==> src/rtl/gzip_fifo_to_axis_if.sv <==
`default_nettype none
// ============================================================================
// Module      : gzip_fifo_to_axis_if
// Description : Bundles the GZIP core output FIFO read port and the AXIS
//               master stream used by gzip_fifo_to_axis.
//               master modport : bridge view (reads FIFO, drives AXIS)
//               slave modport  : environment view (FIFO + AXIS sink)
//               Signals:
//                 fifo_empty    FIFO empty flag
//                 fifo_rden     FIFO read strobe (data one cycle later)
//                 fifo_data     FIFO read data
//                 fifo_last     FIFO last-word flag
//                 m_axis_tdata  AXIS data
//                 m_axis_tvalid AXIS valid
//                 m_axis_tready AXIS ready
//                 m_axis_tlast  AXIS last
// Revision    : 1.0 - initial release
// ============================================================================
interface gzip_fifo_to_axis_if #(
    parameter int DATA_WIDTH = 32
);
    logic                  fifo_empty;
    logic                  fifo_rden;
    logic [DATA_WIDTH-1:0] fifo_data;
    logic                  fifo_last;
    logic [DATA_WIDTH-1:0] m_axis_tdata;
    logic                  m_axis_tvalid;
    logic                  m_axis_tready;
    logic                  m_axis_tlast;

    modport master (
        input  fifo_empty,
        output fifo_rden,
        input  fifo_data,
        input  fifo_last,
        output m_axis_tdata,
        output m_axis_tvalid,
        input  m_axis_tready,
        output m_axis_tlast
    );

    modport slave (
        output fifo_empty,
        input  fifo_rden,
        output fifo_data,
        output fifo_last,
        input  m_axis_tdata,
        input  m_axis_tvalid,
        output m_axis_tready,
        input  m_axis_tlast
    );
endinterface
`default_nettype wire

==> src/rtl/gzip_fifo_to_axis.sv <==
`default_nettype none
// ============================================================================
// Module      : gzip_fifo_to_axis
// Description : Drains the GZIP core output FIFO (read latency 1, non-FWFT)
//               into an AXIS master through a 2-entry prefetch buffer,
//               sustaining one word per cycle, and keeps per-frame word
//               statistics.
// Ports       : clk                 core clock, posedge
//               rst_n               asynchronous active-low reset
//               bus                 FIFO read port + AXIS master (master modport)
//               o_frame_words       words accepted in the current frame
//               o_last_frame_words  word count of last completed frame
//               o_frame_count       completed frames since reset (wraps)
//               o_frame_done        1-cycle pulse after the tlast handshake
// Revision    : 1.0 - initial release
// ============================================================================
module gzip_fifo_to_axis #(
    parameter int DATA_WIDTH = 32,
    parameter int CNT_WIDTH  = 24
) (
    input  wire logic                 clk,
    input  wire logic                 rst_n,
    gzip_fifo_to_axis_if.master       bus,
    output logic [CNT_WIDTH-1:0]      o_frame_words,
    output logic [CNT_WIDTH-1:0]      o_last_frame_words,
    output logic [15:0]               o_frame_count,
    output logic                      o_frame_done
);

    localparam logic [CNT_WIDTH-1:0] c_CNT_MAX = {CNT_WIDTH{1'b1}};

    // Buffer slots: slot 0 is the head and drives the AXIS outputs directly.
    logic [DATA_WIDTH-1:0] r_d0, r_d1;
    logic                  r_l0, r_l1;
    logic [1:0]            r_entries;
    logic                  r_rd_pending;

    logic [CNT_WIDTH-1:0]  r_frame_words;
    logic [CNT_WIDTH-1:0]  r_last_frame_words;
    logic [15:0]           r_frame_count;
    logic                  r_frame_done;

    logic                  w_pop;
    logic                  w_wr;
    logic [2:0]            w_occ;
    logic [2:0]            w_occ_after;
    logic [CNT_WIDTH-1:0]  w_fw_inc;

    assign w_pop       = bus.m_axis_tvalid & bus.m_axis_tready;
    assign w_wr        = r_rd_pending;
    // Occupancy counts the in-flight read so a slot is reserved before the
    // data arrives; a read is only issued when that slot is guaranteed.
    assign w_occ       = {1'b0, r_entries} + {2'b00, r_rd_pending};
    assign w_occ_after = w_occ - {2'b00, w_pop};

    assign bus.fifo_rden     = rst_n & ~bus.fifo_empty & (w_occ_after < 3'd2);
    assign bus.m_axis_tvalid = (r_entries != 2'd0);
    assign bus.m_axis_tdata  = r_d0;
    assign bus.m_axis_tlast  = r_l0;

    // Saturating increment: a frame longer than the counter range reports all-ones.
    assign w_fw_inc = (r_frame_words == c_CNT_MAX) ? c_CNT_MAX : r_frame_words + 1'b1;

    assign o_frame_words      = r_frame_words;
    assign o_last_frame_words = r_last_frame_words;
    assign o_frame_count      = r_frame_count;
    assign o_frame_done       = r_frame_done;

    // ------------------------------------------------------------------
    // Prefetch buffer
    // ------------------------------------------------------------------
    always_ff @(posedge clk or negedge rst_n) begin
        if (!rst_n) begin
            r_d0         <= '0;
            r_d1         <= '0;
            r_l0         <= 1'b0;
            r_l1         <= 1'b0;
            r_entries    <= 2'd0;
            r_rd_pending <= 1'b0;
        end else begin
            r_rd_pending <= bus.fifo_rden;
            case (r_entries)
                2'd0: begin
                    if (w_wr) begin
                        r_d0      <= bus.fifo_data;
                        r_l0      <= bus.fifo_last;
                        r_entries <= 2'd1;
                    end
                end
                2'd1: begin
                    if (w_pop && w_wr) begin
                        r_d0 <= bus.fifo_data;
                        r_l0 <= bus.fifo_last;
                    end else if (w_pop) begin
                        r_entries <= 2'd0;
                    end else if (w_wr) begin
                        r_d1      <= bus.fifo_data;
                        r_l1      <= bus.fifo_last;
                        r_entries <= 2'd2;
                    end
                end
                2'd2: begin
                    // A write while full cannot happen: no read is issued
                    // unless a pop frees the slot in the same cycle.
                    if (w_pop) begin
                        r_d0 <= r_d1;
                        r_l0 <= r_l1;
                        if (w_wr) begin
                            r_d1 <= bus.fifo_data;
                            r_l1 <= bus.fifo_last;
                        end else begin
                            r_entries <= 2'd1;
                        end
                    end
                end
                default: r_entries <= 2'd0;
            endcase
        end
    end

    // ------------------------------------------------------------------
    // Frame statistics
    // ------------------------------------------------------------------
    always_ff @(posedge clk or negedge rst_n) begin
        if (!rst_n) begin
            r_frame_words      <= '0;
            r_last_frame_words <= '0;
            r_frame_count      <= 16'd0;
            r_frame_done       <= 1'b0;
        end else begin
            r_frame_done <= w_pop & bus.m_axis_tlast;
            if (w_pop) begin
                if (bus.m_axis_tlast) begin
                    r_last_frame_words <= w_fw_inc;
                    r_frame_words      <= '0;
                    r_frame_count      <= r_frame_count + 16'd1;
                end else begin
                    r_frame_words <= w_fw_inc;
                end
            end
        end
    end

endmodule
`default_nettype wire
==> src/flat_wrapper.sv <==
// flat-port wrapper written by rule: the top's interface ports become plain ports
module gzip_fifo_to_axis_flat 
#(
    parameter int DATA_WIDTH = 32,
    parameter int CNT_WIDTH  = 24
)
  (clk, rst_n, o_frame_words, o_last_frame_words, o_frame_count, o_frame_done, bus_fifo_empty, bus_fifo_rden, bus_fifo_data, bus_fifo_last, bus_m_axis_tdata, bus_m_axis_tvalid, bus_m_axis_tready, bus_m_axis_tlast);
  gzip_fifo_to_axis_if #(.DATA_WIDTH(DATA_WIDTH)) bus_i ();
  input  wire logic clk;
  input  wire logic rst_n;
  output logic [CNT_WIDTH-1:0] o_frame_words;
  output logic [CNT_WIDTH-1:0] o_last_frame_words;
  output logic [15:0] o_frame_count;
  output logic o_frame_done;
  input wire logic [$bits(bus_i.fifo_empty)-1:0] bus_fifo_empty;
  output wire logic [$bits(bus_i.fifo_rden)-1:0] bus_fifo_rden;
  input wire logic [$bits(bus_i.fifo_data)-1:0] bus_fifo_data;
  input wire logic [$bits(bus_i.fifo_last)-1:0] bus_fifo_last;
  output wire logic [$bits(bus_i.m_axis_tdata)-1:0] bus_m_axis_tdata;
  output wire logic [$bits(bus_i.m_axis_tvalid)-1:0] bus_m_axis_tvalid;
  input wire logic [$bits(bus_i.m_axis_tready)-1:0] bus_m_axis_tready;
  output wire logic [$bits(bus_i.m_axis_tlast)-1:0] bus_m_axis_tlast;
  assign bus_i.fifo_empty = bus_fifo_empty;
  assign bus_fifo_rden = bus_i.fifo_rden;
  assign bus_i.fifo_data = bus_fifo_data;
  assign bus_i.fifo_last = bus_fifo_last;
  assign bus_m_axis_tdata = bus_i.m_axis_tdata;
  assign bus_m_axis_tvalid = bus_i.m_axis_tvalid;
  assign bus_i.m_axis_tready = bus_m_axis_tready;
  assign bus_m_axis_tlast = bus_i.m_axis_tlast;
  gzip_fifo_to_axis #(.DATA_WIDTH(DATA_WIDTH), .CNT_WIDTH(CNT_WIDTH)) u_core (.clk(clk), .rst_n(rst_n), .bus(bus_i), .o_frame_words(o_frame_words), .o_last_frame_words(o_last_frame_words), .o_frame_count(o_frame_count), .o_frame_done(o_frame_done));
endmodule
==> config.mk <==
export PLATFORM = sky130hd
export DESIGN_NAME = gzip_fifo_to_axis_flat
export DESIGN_NICKNAME = d
export VERILOG_FILES = /design/src/rtl/gzip_fifo_to_axis_if.sv /design/src/rtl/gzip_fifo_to_axis.sv /design/src/flat_wrapper.sv
export SDC_FILE = /design/constraint.sdc
export NUM_CORES = 1
export LEC_CHECK = 0
export CAP_MARGIN = 20
export CORE_ASPECT_RATIO = 0.9
export CORE_MARGIN = 2
export CORE_UTILIZATION = 45
export DETAILED_ROUTE_END_ITERATION = 6
export GPL_TIMING_DRIVEN = 1
export PLACE_DENSITY_LB_ADDON = 0.05
export SLEW_MARGIN = 15
export SYNTH_ARGS = -nofsm -noshare
export SYNTH_HDL_FRONTEND = slang
export SYNTH_SLANG_ARGS = --single-unit
==> constraint.sdc <==
create_clock -name clk -period 3.6 [get_ports clk]
set_input_delay 0.72 -clock clk [delete_from_list [all_inputs] [get_ports clk]]
set_output_delay 0.72 -clock clk [all_outputs]
set_load 0.01 [all_outputs]
==> results.yml <==
synth:
  synth_flop_cell: "dfrtp_1"
  ys_seq_area_share_pct: 54.69
  ys_warn_count: 0
  synth_edf_count: 0
  synth_area_per_cell_um2: 10.66
  syn_area_mm2: 0.006131
  netlist_instances: 575
  synth_cell_type_count: 49
  synthArstFlopShare_pct: 100.0
  synth_nets: 615
  synth-seq-cells: 134
pwr:
  internal_power_mw: 4.219
  p_leak_nw: 3.655
  power_frac_comb_pct: 33.1
  ir_worst_vdd_uv: 536.8
  pwr-share-seq_pct: 39.4
  sw_frac_of_total_pct: 30.99
  power_density_mw_per_mm2: 740.7
  p_total_mw: 6.114
  clockPowerShare_pct: 27.5
  p_switching_mw: 1.895
finish:
  antennaDiodeCount: 0
  instances_no_fill: 887
  fin_util_pct: 62.00
  multi_input_area_mm2: 0.002596
  syn_to_final_growth_pct: 34.63
  n_fill_cell: 1122
  regArea_mm2: 0.003353
  drive_above_1_share_pct: 12.52
  mostFrequentLayoutCells: "clkdlybuf4s50_1 (134), dfrtp_1 (134), nor2_1 (73)"
  nets: 746
setup_path:
  worstSetupStartpointType: "input pin"
  arrival_ps: 2760
  critPathMaxFanout: 3
  worstPathRequired_ps: 2880
  r2r_cells: 6
  crit_type: "in -> out"
  rrSetupSlack_ps: 1050
  r2r-end: "u_core.o_frame_words[19]"
  r2r_start: "u_core.o_frame_words[0]"
  end_kind: "output port"
hold_path:
  hp-class: "in -> async"
drt:
  drtIter0Drc: 260
  drt_first_pass_iters: 4
  wl_um: 14610
  viasPerCell: 5.378
  num_vias: 4770
  wl_per_cell_um: 16.47
  drc: 0
  antenna_left: 0
timing:
  final.setup.tns_ps: 0
  hold-worst-slack_ps: 103.2
  worst_pin_slew_ps: 865.8
  finalSetupViolCount: 0
  grt_setup_unrepaired: "no"
  fin_crit_sh_pct: 96.63
  skew_ps: 8.211
  period_minus_slack_ps: 3479
  final-hold-violation-count: 0
  slew_violations: 0
  max_freq_mhz: 287.5
  timing.slew.headroom_pct: 42.07
placed_design:
  hpwl_um: 9779
  place.port_buffers: 136
  placed_cells: 854
  gp_congestion: 0.8129
global_route:
  grt_antenna_before_repair: 0
  grt_max_degree: 65
  grt_first_pass_wirelength_um: 24250
  grt_overflow: 0
  grt_pass1_vias: 4801
  grt_usage_pct: 21.02
die:
  die_area_mm2: 0.01457
  rows: 40
  die_w_um: 127.0
  core_area_mm2: 0.01331
  start_util_pct: 46.05
  ios: 137
  die_y_um: 114.7
clock_network:
  cts_hold_buffers: 0
  clockRootBuffer: "clkbuf_16"
  path_clk_slew_ps: 60
  clk_latency_ps: 420
  ctsLongestPathBuffers: 2
  cts_tree: "yes"
  cts_sinks: 134
  htreeDepth: 4
  cts_inserted_buffers: 17
status:
  status: "completed"
job:
  drv_cap: 0
==> worst max-delay path by stage <==
stage | slack [ps] | cells past startpoint | startpoint | end
floorplan | 620 | 9 | u_core.r_entries[1] | bus_fifo_rden
global placement | -280 | 9 | bus_m_axis_tready | bus_fifo_rden
detailed placement | -400 | 9 | bus_m_axis_tready | bus_fifo_rden
CTS | 10 | 9 | bus_m_axis_tready | bus_fifo_rden
global route | 1 | 9 | bus_m_axis_tready | bus_fifo_rden
finish | 120 | 9 | bus_m_axis_tready | bus_fifo_rden
==> power groups by stage <==
| stage | sequential [mW] | combinational (mW) | clock, mW |
|---|---|---|---|
| 2_1_floorplan | 2.49 | 0.891 | 0 |
| 3_5_place_dp | 2.43 | 2.03 | 0 |
| 4_1_cts | 2.41 | 2.04 | 1.72 |
| 3_3_place_gp | 2.40 | 1.97 | 0 |
| 5_1_grt | 2.48 | 2.22 | 1.78 |
| 6_report | 2.41 | 2.02 | 1.68 |
==> repair_timing <==
item                                    in CTS  in global routing
hold endpoints to repair                     0                  0
endpoints found under the setup margin       1                  1
buffers inserted                             0                  0
resized for setup                            4                  2
pin swaps                                    0                  1
==> metal layers <==
metal / wire, um / global-route usage [%] / vias up
li1: - / - / 2309
met1: 6598 / 28.28 / 2332
met2: 7043 / 33.23 / 118
met3: 839 / 6.235 / 11
met4: 127 / 6.593 / 0
met5: 0 / 0 / -
==> state kept, by name (all words and copies together) (netlist names) <==
signal / flops
u_core.o_last_frame_words: 24
u_core.o_frame_done: 1
u_core.o_frame_count: 16
u_core.r_d1: 32
u_core.bus.m_axis_tdata: 32
u_core.bus.m_axis_tlast: 1
u_core.r_entries: 2
u_core.r_rd_pending: 1
u_core.r_l1: 1
u_core.o_frame_words: 24
==> Yosys cell counts, drive strengths merged (2+ instances only) <==
cell,n,area (um^2)
nand4,8,56.30
mux2i,34,340.3
and4,10,87.58
o22ai,2,12.51
o31ai,3,22.52
xnor2,23,201.4
a31o,6,52.55
clkbuf,27,101.4
nand2,26,97.59
ha,2,25.02
o21a,2,15.01
a311oi,2,17.52
nand2b,2,12.51
or2,3,18.77
nor3,13,65.06
o22a,5,43.79
a41oi,2,17.52
buf,12,68.81
and2,2,12.52
or4,2,18.77
nor4,4,25.02
nor2,73,274.0
inv,8,30.03
dfrtp,134,3353
a21o,2,15.01
a21oi,69,345.3
o21ai,10,50.05
xor2,10,87.58
a31oi,11,68.82
nand3,17,85.08
mux2,33,371.6
and3,8,50.05
==> critical path, stage by stage <==
cell	delay, ps
clkdlybuf4s50_1	480
inv_1	70
or2_2	310
inv_1	80
o21ai_1	90
fa_1	540
nand2_1	70
nor3_2	220
buf_2	180
==> kinds of logic (layout without fill, tap and decap cells) <==
family | Yosys count | after routing | share of synthesized area, %
buffers and inverters | 47 | 191 | 3.265
adders and majority gates | 3 | 3 | 0.7346
xor gates and xnor gates | 33 | 33 | 4.714
DFF | 134 | 134 | 54.69
and+or+nand+nor | 171 | 171 | 13.45
AOI/OAI and AO/OA | 120 | 120 | 11.53
muxes | 67 | 67 | 11.61
==> per-stage QoR <==
step	cell area, um^2	setup WS [ps]
after floorplan	6131	621.6
after global placement	7652	-275.7
after detailed placement	7652	-397.6
after CTS	8240	11.26
after global routing	8254	1.459
final	8254	121.3
==> layout make-up <==
cell class	count	area share (%)
multi-input cells	394	31.45
clock inverters	8	0.8489
inverters	8	0.3638
well taps	168	2.547
clock buffers	24	6.200
flip-flops and latches	134	40.62
repair buffers	151	17.96
No activity file was read; power rests on OpenSTA's default activity.
